[src/rtl/switch_controller_if.sv]
// switch_controller_if: raw switch inputs and conditioned clock-core controls
interface switch_controller_if;
  logic       sw_mode;
  logic       sw_start;
  logic       sw_reset;
  logic [1:0] mode;
  logic [1:0] select;
  logic       increment;
  logic       run;
  logic       clear;
  logic       alarm_enable;
  logic [2:0] sw_db;
  modport master (
    input  sw_mode, sw_start, sw_reset,
    output mode, select, increment, run, clear, alarm_enable, sw_db
  );
  modport slave (
    output sw_mode, sw_start, sw_reset,
    input  mode, select, increment, run, clear, alarm_enable, sw_db
  );
endinterface

[src/rtl/switch_controller.sv]
// switch_controller: synchronizes, debounces and edge-detects the board switches and runs the mode/field FSM
module switch_controller #(
  parameter int DEBOUNCE_CYCLES = 1_000_000
) (
  input logic               clk,
  input logic               global_reset,
  switch_controller_if.master bus
);
  localparam int CW = $clog2(DEBOUNCE_CYCLES);
  localparam logic [CW-1:0] LAST = CW'(DEBOUNCE_CYCLES - 1);
  typedef enum logic [1:0] {CLOCK, CLOCK_EDIT, ALARM_EDIT, STOPWATCH} mode_t;
  typedef enum logic [1:0] {NONE, SEC, MIN, HOUR} sel_t;
  logic [2:0] raw, s1, s2, stable, stable_d, rise;
  logic [2:1] fall;
  mode_t md;
  sel_t  sel;
  logic  inc, clr, al;
  assign raw = {bus.sw_reset, bus.sw_start, bus.sw_mode};
  always_ff @(posedge clk or posedge global_reset)
    if (global_reset) begin
      s1       <= '0;
      s2       <= '0;
      stable_d <= '0;
      rise     <= '0;
      fall     <= '0;
    end else begin
      s1       <= raw;
      s2       <= s1;
      stable_d <= stable;
      rise     <= stable & ~stable_d;
      fall     <= ~stable[2:1] & stable_d[2:1];
    end
  // Each channel only accepts a new level after DEBOUNCE_CYCLES consecutive disagreeing samples
  for (genvar i = 0; i < 3; i++) begin : g_db
    logic [CW-1:0] cnt;
    logic          st;
    always_ff @(posedge clk or posedge global_reset)
      if (global_reset) begin
        cnt <= '0;
        st  <= 1'b0;
      end else if (s2[i] == st) begin
        cnt <= '0;
      end else if (cnt == LAST) begin
        st  <= s2[i];
        cnt <= '0;
      end else begin
        cnt <= cnt + 1'b1;
      end
    assign stable[i] = st;
  end
  // Mode rise wins and swallows any same-cycle start/reset events
  always_ff @(posedge clk or posedge global_reset)
    if (global_reset) begin
      md  <= CLOCK;
      sel <= NONE;
      inc <= 1'b0;
      clr <= 1'b0;
      al  <= 1'b0;
    end else begin
      inc <= 1'b0;
      clr <= 1'b0;
      if (rise[0]) begin
        md  <= mode_t'(md + 2'd1);
        sel <= (md == CLOCK || md == CLOCK_EDIT) ? SEC : NONE;
      end else begin
        case (md)
          CLOCK: if (|{rise[2:1], fall}) al <= stable[1] & stable[2];
          CLOCK_EDIT, ALARM_EDIT: begin
            if (rise[2]) sel <= (sel == HOUR) ? SEC : sel_t'(sel + 2'd1);
            inc <= rise[1];
          end
          STOPWATCH: clr <= rise[2];
          default: ;
        endcase
      end
    end
  assign bus.mode         = md;
  assign bus.select       = sel;
  assign bus.increment    = inc;
  assign bus.clear        = clr;
  assign bus.alarm_enable = al;
  assign bus.run          = (md == STOPWATCH) & stable[1];
  assign bus.sw_db        = stable;
endmodule

[src/flat_wrapper.sv]
// flat-port wrapper written by rule: the top's interface ports become plain ports
module switch_controller_flat 
#(
  parameter int DEBOUNCE_CYCLES = 1_000_000
)
  (clk, global_reset, bus_sw_mode, bus_sw_start, bus_sw_reset, bus_mode, bus_select, bus_increment, bus_run, bus_clear, bus_alarm_enable, bus_sw_db);
  switch_controller_if bus_i ();
  input logic clk;
  input logic global_reset;
  input wire logic [$bits(bus_i.sw_mode)-1:0] bus_sw_mode;
  input wire logic [$bits(bus_i.sw_start)-1:0] bus_sw_start;
  input wire logic [$bits(bus_i.sw_reset)-1:0] bus_sw_reset;
  output wire logic [$bits(bus_i.mode)-1:0] bus_mode;
  output wire logic [$bits(bus_i.select)-1:0] bus_select;
  output wire logic [$bits(bus_i.increment)-1:0] bus_increment;
  output wire logic [$bits(bus_i.run)-1:0] bus_run;
  output wire logic [$bits(bus_i.clear)-1:0] bus_clear;
  output wire logic [$bits(bus_i.alarm_enable)-1:0] bus_alarm_enable;
  output wire logic [$bits(bus_i.sw_db)-1:0] bus_sw_db;
  assign bus_i.sw_mode = bus_sw_mode;
  assign bus_i.sw_start = bus_sw_start;
  assign bus_i.sw_reset = bus_sw_reset;
  assign bus_mode = bus_i.mode;
  assign bus_select = bus_i.select;
  assign bus_increment = bus_i.increment;
  assign bus_run = bus_i.run;
  assign bus_clear = bus_i.clear;
  assign bus_alarm_enable = bus_i.alarm_enable;
  assign bus_sw_db = bus_i.sw_db;
  switch_controller #(.DEBOUNCE_CYCLES(DEBOUNCE_CYCLES)) u_core (.clk(clk), .global_reset(global_reset), .bus(bus_i));
endmodule
[config.mk]
export PLATFORM = sky130hd
export DESIGN_NAME = switch_controller_flat
export DESIGN_NICKNAME = d
export VERILOG_FILES = /design/src/rtl/switch_controller_if.sv /design/src/rtl/switch_controller.sv /design/src/flat_wrapper.sv
export SDC_FILE = /design/constraint.sdc
export NUM_CORES = 1
export LEC_CHECK = 0
export ABC_AREA = 1
export BUFFER_PORTS_ARGS = -buffer_cell sky130_fd_sc_hd__buf_4
export CAP_MARGIN = 10
export CORE_UTILIZATION = 45
export DETAILED_ROUTE_END_ITERATION = 12
export GPL_ROUTABILITY_DRIVEN = 0
export PLACE_DENSITY_LB_ADDON = 0.05
export SLEW_MARGIN = 10
export SYNTH_ARGS = -nofsm -noshare
export SYNTH_HDL_FRONTEND = slang
export SYNTH_SLANG_ARGS = --single-unit
[constraint.sdc]
create_clock -name clk -period 3.6 [get_ports clk]
set_input_delay 0.36 -clock clk [delete_from_list [all_inputs] [get_ports clk]]
set_output_delay 0.36 -clock clk [all_outputs]
set_load 0.01 [all_outputs]
==> Yosys cells after proc, flatten, opt, wreduce, memory -nomap -nowiden <==
Index checks and enable logic that the tools add are counted.
{ "totals": {"wordCells": 67, "register_bits": 84, "out_inout_bits": 11, "input_bits": 5} }
{ "op_classes": {"eq_ne": 10, "bitwise": 10, "muxes": 15, "reduce_logical": 11, "add_sub_neg": 5} }
{ "ops": {"columns": ["cell", "n"], "rows": [
  ["20-bit two-way mux", 6],
  ["20-bit by 1-bit adder with 20-bit output (second input constant)", 3],
  ["20-bit equality test (second input constant)", 3],
  ["2-bit two-way mux", 4],
  ["2-bit AND reduction", 4],
  ["2-bit equality test (second input constant)", 3],
  ["1-bit two-way mux", 5],
  ["2-bit by 1-bit adder with 2-bit output (second input constant)", 2],
  ["1-bit NOT", 4],
  ["2-bit nonzero test", 2],
  ["4-bit OR reduction", 1],
  ["3-bit bitwise AND", 1],
  ["1-bit equality test", 3],
  ["3-bit NOT", 1],
  ["3-bit AND reduction", 1],
  ["1-bit bitwise AND", 2],
  ["2-bit bitwise AND", 1],
  ["2-bit by 1-bit equality test with 1-bit output (second input constant)", 1],
  ["2-bit zero test", 1],
  ["2-bit NOT", 1],
  ["2-bit OR reduction", 1],
  ["1-bit logical OR", 1]
]} }

==> Logic depth before layout (Yosys ltp) <==
Gate-level depths: netlist of the first run.
{ "depth": {"word_depth": 5, "depth_mapped": 8, "mapped_depth_nobuf": 8} }

==> Least setup slack after synthesis of the first run <==
Ideal clock, no wire load.
{ "synth_path": {"path_type": "register -> register", "start": "register u_core.md[0] (netlist: u_core.bus.mode[0])", "end": "register u_core.sel[0] (netlist: u_core.bus.select[0])", "setup_slack_ns": 2.049, "t_arrival_ns": 1.426, "t_required_ns": 3.475, "stages_incl_launch_ff": 6, "path_cell_list": "dfrtp_1 inv_1 ha_1 inv_1 o21ai_0 mux2_2"} }
{ "synth_via": {"elab_chain_cells": 4, "elab_cells_between_ends": 9, "cone_classes": "eq/ne (2); mux (2); reduce/logical (5)"} }
{ "synth_lines": {"columns": ["element", "line_no", "rtl"], "rows": [
  ["start: declaration", "switch_controller.sv:15", "mode_t md;"],
  ["start signal: assignment", "switch_controller.sv:63", "md <= mode_t'(md + 2'd1);"],
  ["2-bit equality test, or another cell as far along", "switch_controller.sv:66", "case (md)"],
  ["2-bit OR reduction or 1-bit logical OR (tied branches)", "switch_controller.sv:66, switch_controller.sv:64", null],
  ["2-bit nonzero test (no source line) or 1-bit two-way mux (tied branches)", null, null],
  ["2-bit AND reduction (no source line) or 2-bit two-way mux (tied branches)", null, null],
  ["end signal: assignment", "switch_controller.sv:64", "sel <= (md == CLOCK || md == CLOCK_EDIT) ? SEC : NONE;"],
  ["end signal: assignment", "switch_controller.sv:69", "if (rise[2]) sel <= (sel == HOUR) ? SEC : sel_t'(sel + 2'd1);"],
  ["end: declaration", "switch_controller.sv:16", "sel_t sel;"]
]} }
Several ways; a longest one is shown, not always the timed one.
A chain may end at the register's enable or synchronous reset.

==> Worst setup path after layout of the first run <==
Same ends and word-level chain as after synthesis.

==> results of run 1 <==
==> metal layers <==
metal	global-route usage [%]	part of all wire (%)
met4	7.01	1.5
met5	0	0
met3	2.53	1.7
met1	27.1	51
met2	29.7	45
==> power breakdown <==
| part | switching [mW] | total, mW | internal [mW] | leakage [nW] |
|---|---|---|---|---|
| Clock | 0.399 | 0.676 | 0.277 | 0.103 |
| Sequential | 0.00950 | 0.964 | 0.954 | 1.15 |
| Combinational | 0.0404 | 0.0562 | 0.0159 | 0.811 |
| Total | 0.449 | 1.70 | 1.25 | 2.07 |
==> registers in the layout, indices dropped and copies added, names as in the netlist <==
name / count
u_core.bus.alarm_enable: 1
u_core.bus.clear: 1
u_core.bus.increment: 1
u_core.bus.mode: 2
u_core.bus.select: 2
u_core.fall: 2
u_core.g_db.cnt: 60
u_core.g_db.st: 3
u_core.rise: 3
u_core.s1: 3
u_core.s2: 3
u_core.stable_d: 3
==> cell families after synthesis <==
logic type | Yosys count
xor gates and xnor gates | 40
DFF | 84
adders and majority gates | 7
and+or+nand+nor | 306
muxes | 1
buffers and inverters | 54
AOI/OAI and AO/OA | 18
==> stage by stage <==
stage                     hold slack, ns  util, %  cell area (sq um)
after global placement             0.333     49.3               4560
after floorplan                    0.331        -               4300
after detailed placement           0.337     49.3               4560
after CTS                         0.0593     51.5               4760
after global routing              0.0794     51.5               4760
final                             0.0465     51.5               4760
==> area by class of cell <==
cell class,instances,area (sq um),share of cell area [%]
repair buffers,17,128,2.68
inverters,49,185,3.89
clock inverters,7,76.3,1.60
well taps,129,161,3.39
flip-flops and latches,84,2100,44.2
multi-input cells,372,1980,41.7
clock buffers,9,124,2.60
==> path summary, 6_finish.rpt <==
check	from	end	slack, ns	cells past startpoint
worst min-delay path	global_reset	u_core.bus.select[0]	0.05	2
min in group clk	bus_sw_reset	u_core.s1[2]	0.10	1
worst max-delay path	u_core.bus.mode[0]	u_core.bus.select[0]	1.97	5
worst min register to register	u_core.s1[1]	u_core.s2[1]	0.36	0
worst max register to register	u_core.bus.mode[0]	u_core.bus.select[0]	1.97	5
max in group asynchronous	global_reset	u_core.g_db[1].cnt[9]	2.78	3
==> layout by cell type, fill, tap and decap left out <==
cell type                  netlist  layout
sky130_fd_sc_hd__o21bai_2        1       1
sky130_fd_sc_hd__nor3_1          8       8
sky130_fd_sc_hd__clkinv_8        0       1
sky130_fd_sc_hd__nor2_4          5       5
sky130_fd_sc_hd__xor2_2          2       2
sky130_fd_sc_hd__o21ai_0         5       5
sky130_fd_sc_hd__inv_1          46      45
sky130_fd_sc_hd__nand2_1        78      78
sky130_fd_sc_hd__buf_4           3      17
sky130_fd_sc_hd__mux2_2          1       1
sky130_fd_sc_hd__a21oi_1         5       5
sky130_fd_sc_hd__nand3_2         6       6
sky130_fd_sc_hd__nor2_1        127     127
sky130_fd_sc_hd__nand3_1        49      49
sky130_fd_sc_hd__o31ai_1         1       1
sky130_fd_sc_hd__nor2_2          8       8
sky130_fd_sc_hd__ha_1            7       7
sky130_fd_sc_hd__clkinv_4        0       1
sky130_fd_sc_hd__nor3_2          2       2
sky130_fd_sc_hd__inv_6           0       2
sky130_fd_sc_hd__xor2_1         22      22
sky130_fd_sc_hd__dfrtp_1        84      84
sky130_fd_sc_hd__xnor2_1        16      16
sky130_fd_sc_hd__nand3b_2        3       3
sky130_fd_sc_hd__o21bai_1        3       3
sky130_fd_sc_hd__nor3b_1         1       1
sky130_fd_sc_hd__nor3_4          1       1
sky130_fd_sc_hd__nand4_1         6       6
sky130_fd_sc_hd__inv_2           3       3
sky130_fd_sc_hd__clkbuf_8        0       9
sky130_fd_sc_hd__inv_8           0       3
sky130_fd_sc_hd__o21ai_1         3       3
sky130_fd_sc_hd__clkinv_2        0       1
sky130_fd_sc_hd__nand2_2         9       9
sky130_fd_sc_hd__and2_1          3       3
==> results.txt, run 1 <==
* Layout fillers: 899
- Syn_area_per_cell: 8.43 sq um
- Netlist cell types: 30
* Resized cells post-CTS: 0
- Floorplan die width: 99.8 microns
* Share of synthesized area spent on multiplexers: 0.262%
* Final number of hold-violating endpoints: 0
- The cell area that synthesis handed to floorplanning was 4300 sq um.
- Ratio of cells with drive above 1 in the final layout: 13.9%
- Register area share after synthesis: 48.9%
- In the synthesized netlist the async set-or-reset flop fraction comes to 100%.
* CP delay by family, top: flip-flops
* Compound-cell area share of the yosys netlist: 2.47%
* Synth Register Bits: 84
- The analysis attributes to cell leakage a power of 2.07 nW.
- Once the clock tree was built, the setup fixing pass inserted 0 buffers.
- Unrepaired setup endpoints after global routing: false
* Number of primary I/O pins: 16
- Among all stages on the critical path, the largest delay is contributed by sky130_fd_sc_hd__dfrtp_1.
- Input and output buffers added on the ports amount to 15.
- The worst setup path is launched from a register.
* Routed Antenna Nets: 0
- After floorplanning, the core was divided into 35 placement rows.
- Maximum number of pins on one net before global-route repair: 34
- VDD IR-drop max: 162 uV
* Max Transition Viols Final: 0
* Crit-path cells: inv_1 -> ha_1 -> inv_1 -> o21ai_0 -> mux2_2
- Shortest period the worst path allows: 1.63 ns
- Count of maximum capacitance violations: 0
- Summing the areas of all and, or, nand and nor instances in the mapped netlist gives 32.8% of the synthesized area.
- Clock tree synthesis found a total of 84 sinks.
- Routed WL per cell: 12.3 microns
- In the routed design, unresolved DRC markers number 0.
* Req. time, crit path: 3.85 ns
* Overall power of the completed layout: 1.70 mW
- For this design the ratio of total power to cell area is 357 nW/um^2.
- After Yosys synthesis, full adders, half adders and majority gates account for 2.04% of the synthesized area.
* Detail-routed via count per cell: 4.84
- CTS Buffer Depth: 2
* Clock buffer count from CTS: 9
- At the end of the flow, the number of nets in the layout was 545.
* Buffers plus inverters on the worst setup path: 2
- Vertical die dimension: 99.8 microns
- In this run the number of H-tree levels came out at 3.
* Largest area contributor in the netlist: sky130_fd_sc_hd__dfrtp_1
* Vias in the first global route: 3228
* Element type at the critical path end: register
- Crit path setup slack, layout: 1.97 ns
* CTS tree: built
- Arr. time, crit path: 1.88 ns
- The Yosys step of the flow raised 0 warnings.
* Most frequent cells after synthesis: 127 x sky130_fd_sc_hd__nor2_1, 84 x sky130_fd_sc_hd__dfrtp_1, 78 x sky130_fd_sc_hd__nand2_1
- Summing the areas of all xor and xnor instances in the mapped netlist gives 8.50% of the synthesized area.
- Fmax: 615 MHz
- The most common cell in the synthesized netlist is sky130_fd_sc_hd__nor2_1.
* Cell count after synthesis: 510
- For this run, the leading register cell type out of synthesis is sky130_fd_sc_hd__dfrtp_1.
* Pre-antenna DRT Iters: 4
- Across the routed clock network, the largest skew measured is 0.00928 ns.
- Once the floorplan was initialized, standard cells occupied 46.5% of the core.
- Insertion delay to the later sink of the worst-skew pair: 0.36 ns
- Core Box Area: 9240 sq um
* Combinational family with the most area after synthesis: simple AND/OR/NAND/NOR gates
* Run status: finished, final reports clean
- Critical path fanouts, max: 5
* Worst setup timing slack at the placement stage: 1.98 ns
- For this run the aggregate overflow at the end of global routing stands at 0.
- Counting tap cells, the placed design contains a total of 651 instances.
* Via count: 3230
* Total setup violations reported at the end of the flow: 0
* Count of hold-fix buffers inserted at cts: 0
- Summed over all layers, the routed wires come to 8200 microns.
- Counting every net in the synthesized netlist gives 522.
* EDFF count, synth: 0
- The cell sitting at the root of the clock tree is a sky130_fd_sc_hd__clkbuf_8.
- After the first detailed-routing iteration, the DRC count stood at 119.
- Global-route wire length before repair: 14900 microns
- At the pin with the least slew margin, the transition time is 0.596 ns.
* Number of antenna violations at the first check in global routing: 0
- Type of the worst min-delay path: input port to async pin
- Final Instance Count excl. Fillers: 667
- Detailed placement ended at an HPWL of 6010 microns.
* Worst slew margin relative to its limit: 60.2%
* Post-synthesis to final-layout area growth: 10.6%
- The die covers 9950 sq um.
* Leading cell types by total area after synthesis: sky130_fd_sc_hd__dfrtp_1 49%, sky130_fd_sc_hd__nor2_1 11%, sky130_fd_sc_hd__nand2_1 6.8%
- Total global-route track usage: 19.0%
* Accumulated negative setup slack: 0 ns
* Number of antenna cells inserted: 0
- The share of synthesized area in the top cell type comes to 48.9%.
- Setup Crit Path Kind: register to register
* Tcrit/Tclk final: 45.2%
- The most numerous cell type found on the critical path is sky130_fd_sc_hd__inv_1.
- Clock transition at the registers of the reported paths: 0.10 ns
- CP max stage delay: 0.44 ns
No activity file was read; power rests on OpenSTA's default activity.
==> inputs of run 2 (changes only) <==
Clock period 3.6 ns to 1.6 ns, I/O delays scaled along.
==> run 2 against run 1 <==
Against the previous run:
- first-iteration DRC count is 41% higher
- final cell count up 1.0%
- via count about the same
- power is 130% higher
- register-to-register slack worse by 1.8 ns
- sequential share of layout area decreased by 1.0 points
- critical path depth unchanged
- largest power group unchanged
==> results.txt, run 2 (same netlist as run 1, synthesis figures left out) <==
- Worst setup path start: u_core.bus.mode[0]
* Global-route wire length before repair: 14400 microns
- Critical path fanouts, max: 4
- Setup repair after global routing left no endpoint under its margin.
* Post-CTS repair timing setup buffer count: 0
* Final worst hold slack: 0.352 ns
- Highest-count cells in the layout ignoring fill and taps: 127 x sky130_fd_sc_hd__nor2_1, 84 x sky130_fd_sc_hd__dfrtp_1, 78 x sky130_fd_sc_hd__nand2_1, 49 x sky130_fd_sc_hd__nand3_1, 45 x sky130_fd_sc_hd__inv_1
- For this run, the top clock speed supported by timing is 678 MHz.
- Data arrives at the worst endpoint at 1.31 ns.
- For this design the static power due to leakage is 2.11 nW.
- Worst setup timing slack at the placement stage: 0.0191 ns
- Largest register by flop count: u_core.g_db.cnt
* Finished Core Util: 52.7%
- Layout fillers: 890
* Most common cell type on the critical path: sky130_fd_sc_hd__buf_4
* Pre-antenna DRT Iters: 4
* Clk sinks: 84
* Total global-route track usage: 18.3%
- The max-slew violation count is 0.
- Vias in the first global route: 3208
- Element type at the critical path end: primary output
* Clock transition at the registers of the reported paths: 0.10 ns
* Number of antenna violations at the first check in global routing: 0
* Sequential group share of total power: 55.9%
- The clock passes through at most 2 buffers.
- The worst-case IR drop observed on VDD is 362 uV.
* FF-to-FF End: u_core.g_db[0].cnt[9]
- Final HPWL DP: 5890 microns
- Setup slack on the critical path of the routed design comes to 0.126 ns.
- Relative to the synthesized area, the layout overhead comes to 13.3%.
- Switching part of the total power: 24.1%
- Tightest Pin Transition: 0.400 ns
* Total setup violations reported at the end of the flow: 0
* Buffers plus inverters on the worst setup path: 3
- The count of cells in the finished layout, fillers not included, comes to 674.
* Shortest period the worst path allows: 1.47 ns
- Maximum number of pins on one net before global-route repair: 59
- Crit-path cells: buf_4 -> ha_1 -> nand2_1 -> inv_1 -> buf_4
- The routed layout has 3227 vias.
- Final Instance Area: 4870 sq um
- Detail-routed via count per cell: 4.79
- Count of maximum capacitance violations: 0
- The core region is 9240 sq um.
- The critical path is of the register to primary output type.
- Slowest-stage cell, CP: sky130_fd_sc_hd__dfrtp_1
- The worst register-to-register path begins at u_core.g_db[0].cnt[0].
- Relative contribution of combinational cells to total power: 3.7%
- For this design the total switching power over the nets is 0.936 mW.
- Type of the worst min-delay path: register to register
* Depth of the most critical reg-to-reg path: 6
* Routed Antenna Nets: 0
- The number of clock buffers added by TritonCTS is 9.
- Total of buffers placed on input and output ports: 15
- H-tree level count: 3
- Req. time, crit path: 1.44 ns
- TritonCTS built the clock tree.
- Ratio of cells with drive above 1 in the final layout: 14.5%
* Run status: finished, final reports clean
- The worst path uses 92.1% of the clock period.
- The count of endpoints failing hold in the final timing report came to 0.
- STA classifies the critical path startpoint as a register.
* Instance area at placement: 4610 sq um
- Measured against its own limit, the worst slew margin works out to 73.3%.
- Number of primary I/O pins: 16
* Number of remaining DRC errors: 0
- The clock network accounts for 40.4% of the total power.
- The number of antenna diodes in the final layout is 0.
* Flip-flop count of the largest register, all copies and words added: 60
- Total routed wirelength: 8010 microns
* Final net count: 552
* Most common cell after layout, fill and taps aside: sky130_fd_sc_hd__nor2_1
* Worst-case register-to-register setup slack: 0.14 ns
* Final global-route overflow total: 0
* Power per Cell Area: 796 nW/um^2
- Floorplan die width: 99.8 microns
- The kind of cell with the highest combined delay along the critical path is flip-flops.
- Power Internal: 2.94 mW
* Overall die area: 9950 sq um
- The floorplan step set the die height to 99.8 microns.
- Cell count after placement: 654
- The largest single stage delay on the critical path is 0.38 ns.
- In the final routed layout, each cell accounts on average for 11.9 microns.
- Accumulated negative setup slack: 0 ns
* Insertion delay to the later sink of the worst-skew pair: 0.35 ns
- After layout, the design draws a total of 3.88 mW.
- Row generation in the floorplan step produced 35 rows.
* Endpoint of the worst setup timing path: bus_run
* Clk_skew: 0.0112 ns
- Stages on the worst setup path: 5
- Initial standard-cell utilization of the core: 46.5%
* Cell chosen for the clock root: sky130_fd_sc_hd__clkbuf_8
- For this block, the initial DRC count from the detailed router was 168.
[run 2: cell count changes in the layout (fill, tap and decap cells not counted), sizes merged]
cell,previous run,this run
dlygate4sd3,0,4
buf,17,20
clkinvlp,0,2
inv,53,51
bufinv,0,1
clkinv,3,2
[run 2: cell type report]
| cell class | count | area, sq um | share of cell area, % |
|---|---|---|---|
| multi-input combinational | 372 | 2000 | 41.1 |
| timing repair buffer | 24 | 215 | 4.42 |
| inverter | 49 | 188 | 3.85 |
| clock buffer | 9 | 124 | 2.54 |
| tap | 129 | 161 | 3.31 |
| clock inverter | 7 | 81.3 | 1.67 |
| sequential | 84 | 2100 | 43.1 |
[run 2: repair_timing]
| action | 4_1_cts | 5_1_grt |
|---|---|---|
| endpoints found under the setup margin | 0 | 8 |
| gates resized for setup | 0 | 5 |
| endpoints found under the hold margin | 87 | 0 |
| hold buffers | 4 | 0 |
[run 2: power by group through the flow]
stage               Clock (mW)  Combinational (mW)  Sequential, mW
floorplan                    0              0.0913            2.21
global placement             0               0.139            2.21
detailed placement           0               0.140            2.21
CTS                       1.61               0.148            2.17
global route              1.70               0.170            2.17
finish                    1.57               0.143            2.17
[run 2: layer usage]
layer	vias to the layer above	global-route usage [%]	part of all wire, %	wire, microns
met5	-	0	0	0
met4	0	6.90	1.4	116
met3	12	2.95	2.8	223
met2	38	29.9	47	3780
met1	1507	24.5	49	3890
li1	1670	-	-	-
[run 2: worst min-delay path by stage]
stage	startpoint	end	slack, ns	cells past startpoint
global route	u_core.s1[0]	u_core.s2[0]	0.36	0
detailed placement	global_reset	u_core.g_db[0].cnt[16]	0.24	3
finish	u_core.s1[0]	u_core.s2[0]	0.35	0
floorplan	bus_sw_mode	u_core.s1[0]	0.19	0
CTS	u_core.s1[0]	u_core.s2[0]	0.35	0
global placement	global_reset	u_core.g_db[0].cnt[16]	0.23	3
==> inputs of run 3 (changes only) <==
--- a/config.mk
+++ b/config.mk
@@ -9,5 +9,5 @@
 export BUFFER_PORTS_ARGS = -buffer_cell sky130_fd_sc_hd__buf_4
 export CAP_MARGIN = 10
-export CORE_UTILIZATION = 45
+export CORE_UTILIZATION = 56
 export DETAILED_ROUTE_END_ITERATION = 12
 export GPL_ROUTABILITY_DRIVEN = 0
==> constraint.sdc (replaced) <==
create_clock -name clk -period 1.2 [get_ports clk]
set_input_delay 0.12 -clock clk [delete_from_list [all_inputs] [get_ports clk]]
set_output_delay 0.12 -clock clk [all_outputs]
set_load 0.05 [all_outputs]
==> run 3 against run 2 <==
Against the previous run:
- the flow now finishes with violations (setup timing)
- combinational power grew 120%
- via count is 26% higher
- flip-flop and latch count stayed put
- final cell count is 9.2% higher
- sequential share of layout area shrank 9.9 points
- clock skew about the same
- worst setup slack got worse by 0.39 ns
- hold slack gained 0.013 ns
- global-route usage rose by 9.3 points
- largest cell class is now multi-input combinational cells
- critical path depth stayed put
- final area grew 31%
==> results.txt, run 3 (same netlist as run 1, synthesis figures left out) <==
- Shortest period the worst path allows: 1.46 ns
- Final global-route overflow total: 0
* CP max stage delay: 0.41 ns
* Final worst hold slack: 0.365 ns
* Worst setup timing slack at the placement stage: -0.122 ns
* Req. time, crit path: 1.08 ns
- In the global route stage, overall resource usage came out at 27.6%.
* Overall die area: 8030 sq um
- The worst hold path passes through 0 cells.
- Routed Antenna Nets: 0
- The tree built by TritonCTS fans out to 84 sinks.
- Clock latency on the worst-skew pair, taken at its later pin, is 0.36 ns.
- Maximum number of pins on one net before global-route repair: 85
- The via count of the first global-routing pass was 3840.
- Run status: finished with violations
* Clock transition at the registers of the reported paths: 0.09 ns
- Highest-count cells in the layout ignoring fill and taps: 86 x sky130_fd_sc_hd__nor2_1, 84 x sky130_fd_sc_hd__buf_4, 67 x sky130_fd_sc_hd__dfrtp_1, 62 x sky130_fd_sc_hd__nand2_1, 33 x sky130_fd_sc_hd__inv_1
- Routed WL per cell: 16.4 microns
- Arr. time, crit path: 1.34 ns
- Setup repair after global routing could not meet its margin everywhere.
* FF-to-FF End: u_core.g_db[2].cnt[18]
- The area growth from synthesis to layout is 48.4%.
- Counting the fill cells in the layout gives 349.
- Switch Pwr: 1.32 mW
- For the worst flop-to-flop path, the logic depth is 7.
* Endpoint with the worst hold slack: u_core.s2[0]
- 0 antenna diodes ended up in the layout.
- Final Instance Area: 6380 sq um
* Cell chosen for the clock root: sky130_fd_sc_hd__clkbuf_8
- On the critical path, the stage with the largest delay is an instance of sky130_fd_sc_hd__dfrtp_2.
- Critical path launch point type: register
- After detailed placement, the design holds a cell count of 674.
* Total routed wirelength: 12000 microns
- The share of total power dissipated in combinational logic is 6.2%.
* Flip-flop count of the largest register, all copies and words added: 60
* Worst Min Path Start: u_core.s1[0]
- Fmax: 684 MHz
- The floorplan step set the die height to 89.6 microns.
- The die is 89.6 microns wide.
- The worst setup path is captured at a primary output.
- Max Transition Viols Final: 0
- Share of power burned in the clock network: 36.6%
- Final Instance Count excl. Fillers: 736
* Count of maximum capacitance violations: 0
* Final number of hold-violating endpoints: 0
* Worst-case register-to-register setup slack: -0.24 ns
- Number of remaining DRC errors: 0
- Of the total power, the share spent switching nets is 26.0%.
- Worst slew margin relative to its limit: 70.1%
- Clock buffer count from CTS: 9
- The library cell used most frequently in the layout, excluding fill and tap cells, is sky130_fd_sc_hd__nor2_1.
- Ratio of cells with drive above 1 in the final layout: 46.9%
- VDD IR-drop max: 732 uV
- Total of buffers placed on input and output ports: 15
* Power Internal: 3.76 mW
* Violation count after the first detailed-route iteration: 246
* Total area of sequential cells: 2120 sq um
- In this run the power density over the cells is 798 nW/um^2.
* Type of the worst min-delay path: register to register
- In the finished design, the share of the clock period the worst path needs comes to 122%.
- The routed layout has 4059 vias.
* Detail-routed via count per cell: 5.51
- Summed over all nets, the half-perimeter wirelength after detailed placement is 6450 microns.
- Core Box Area: 7330 sq um
* Instance area at placement: 5060 sq um
- Traced cell by cell, the critical path runs through buf_6 -> ha_4 -> nand2_4 -> clkinvlp_4 -> buf_8.
* Leakage: 2.75 nW
* Number of antenna violations at the first check in global routing: 0
- Of all nets on the critical path, the largest fanout is 2.
- Initial standard-cell utilization of the core: 58.7%
- Sequential cells burn 57.2% of the power.
- Pre-antenna DRT Iters: 5
- The final reports fail on setup timing.
* Finished Core Util: 87.0%
* CTS tree: built
- Setup violations remaining at the end of the flow were counted as 62.
- More flip-flops sit in one register than any other, and that register is u_core.g_db.cnt.
* Final net count: 644
- The clock arrives with 0.0115 ns of skew.
- The first global-routing pass estimated 16800 microns of wire.
* RR Startpoint: u_core.g_db[2].cnt[1]
- Tightest Pin Transition: 0.449 ns
* CTS Buffer Depth: 2
* Count of standard-cell rows: 31
- Number of primary I/O pins: 16
- The H-tree was split into 3 levels.
* Setup Crit Path Kind: register to primary output
- In the final layout, the multi-input gates occupy 2720 sq um.
- Crit path setup slack, layout: -0.261 ns
run 3: changes by cell type in the layout (fill, tap and decap cells not counted), sizes merged:
cell / delta
inv: -1
buf: +92
bufinv: -1
clkinvlp: +1
clkinv: +1
run 3: metal layers:
metal / track usage, % / share of wire [%] / routed length [microns] / vias to the layer above
met2: 51.4 / 52 / 6290 / 193
met4: 9.24 / 3.8 / 454 / 0
li1: - / - / - / 1847
met5: 0 / 0 / 0 / -
met3: 6.03 / 6.2 / 743 / 52
met1: 31.3 / 38 / 4550 / 1967
run 3: critical path, delay by kind of cell, from the launching register on:
family,cells,cell delay [ns]
simple gates,1,0.06
buf+inv,3,0.35
fa+ha+maj,1,0.16
flops,1,0.41
run 3: through the flow:
stage | power (mW) | setup TNS, ns
6_report | 5.09 | -8.49
5_1_grt | 5.25 | -12.75
4_1_cts | 5.08 | -5.53
3_5_place_dp | 3.16 | -4.18
3_3_place_gp | 3.15 | -2.39
2_1_floorplan | 3.08 | -0.415
run 3: final cells by class:
class	count	share of cell area, %
Timing Repair Buffer	116	16.2
Sequential cell	84	33.3
Inverter	49	3.35
Multi-Input combinational cell	372	42.6
Clock inverter	7	0.765
Tap cell	99	1.94
Clock buffer	9	1.94
run 3: worst max-delay path by stage:
stage                           startpoint                endpoint  slack (ns)  depth (start not counted)
floorplan               u_core.bus.mode[0]    u_core.bus.select[0]       -0.29                          5
global placement     u_core.g_db[0].cnt[0]  u_core.g_db[0].cnt[18]       -0.09                          8
detailed placement   u_core.g_db[1].cnt[0]   u_core.g_db[1].cnt[5]       -0.12                          6
CTS                     u_core.bus.mode[1]                 bus_run       -0.27                          5
global route        u_core.g_db[2].cnt[13]  u_core.g_db[2].cnt[18]       -0.34                          6
finish                  u_core.bus.mode[1]                 bus_run       -0.26                          5
run 3: repair_timing:
item,CTS,global route
pin swaps,41,38
hold buffers,4,0
setup endpoints to repair,64,70
endpoints found under the hold margin,87,0
buffers inserted,24,21
gates resized for setup,85,115
run 3: power groups by stage:
stage	Clock, mW	Combinational, mW	Sequential [mW]
after floorplan	0	0.134	2.95
after global placement	0	0.198	2.95
after detailed placement	0	0.205	2.96
after CTS	1.90	0.270	2.90
after global routing	1.98	0.354	2.92
final	1.86	0.315	2.91
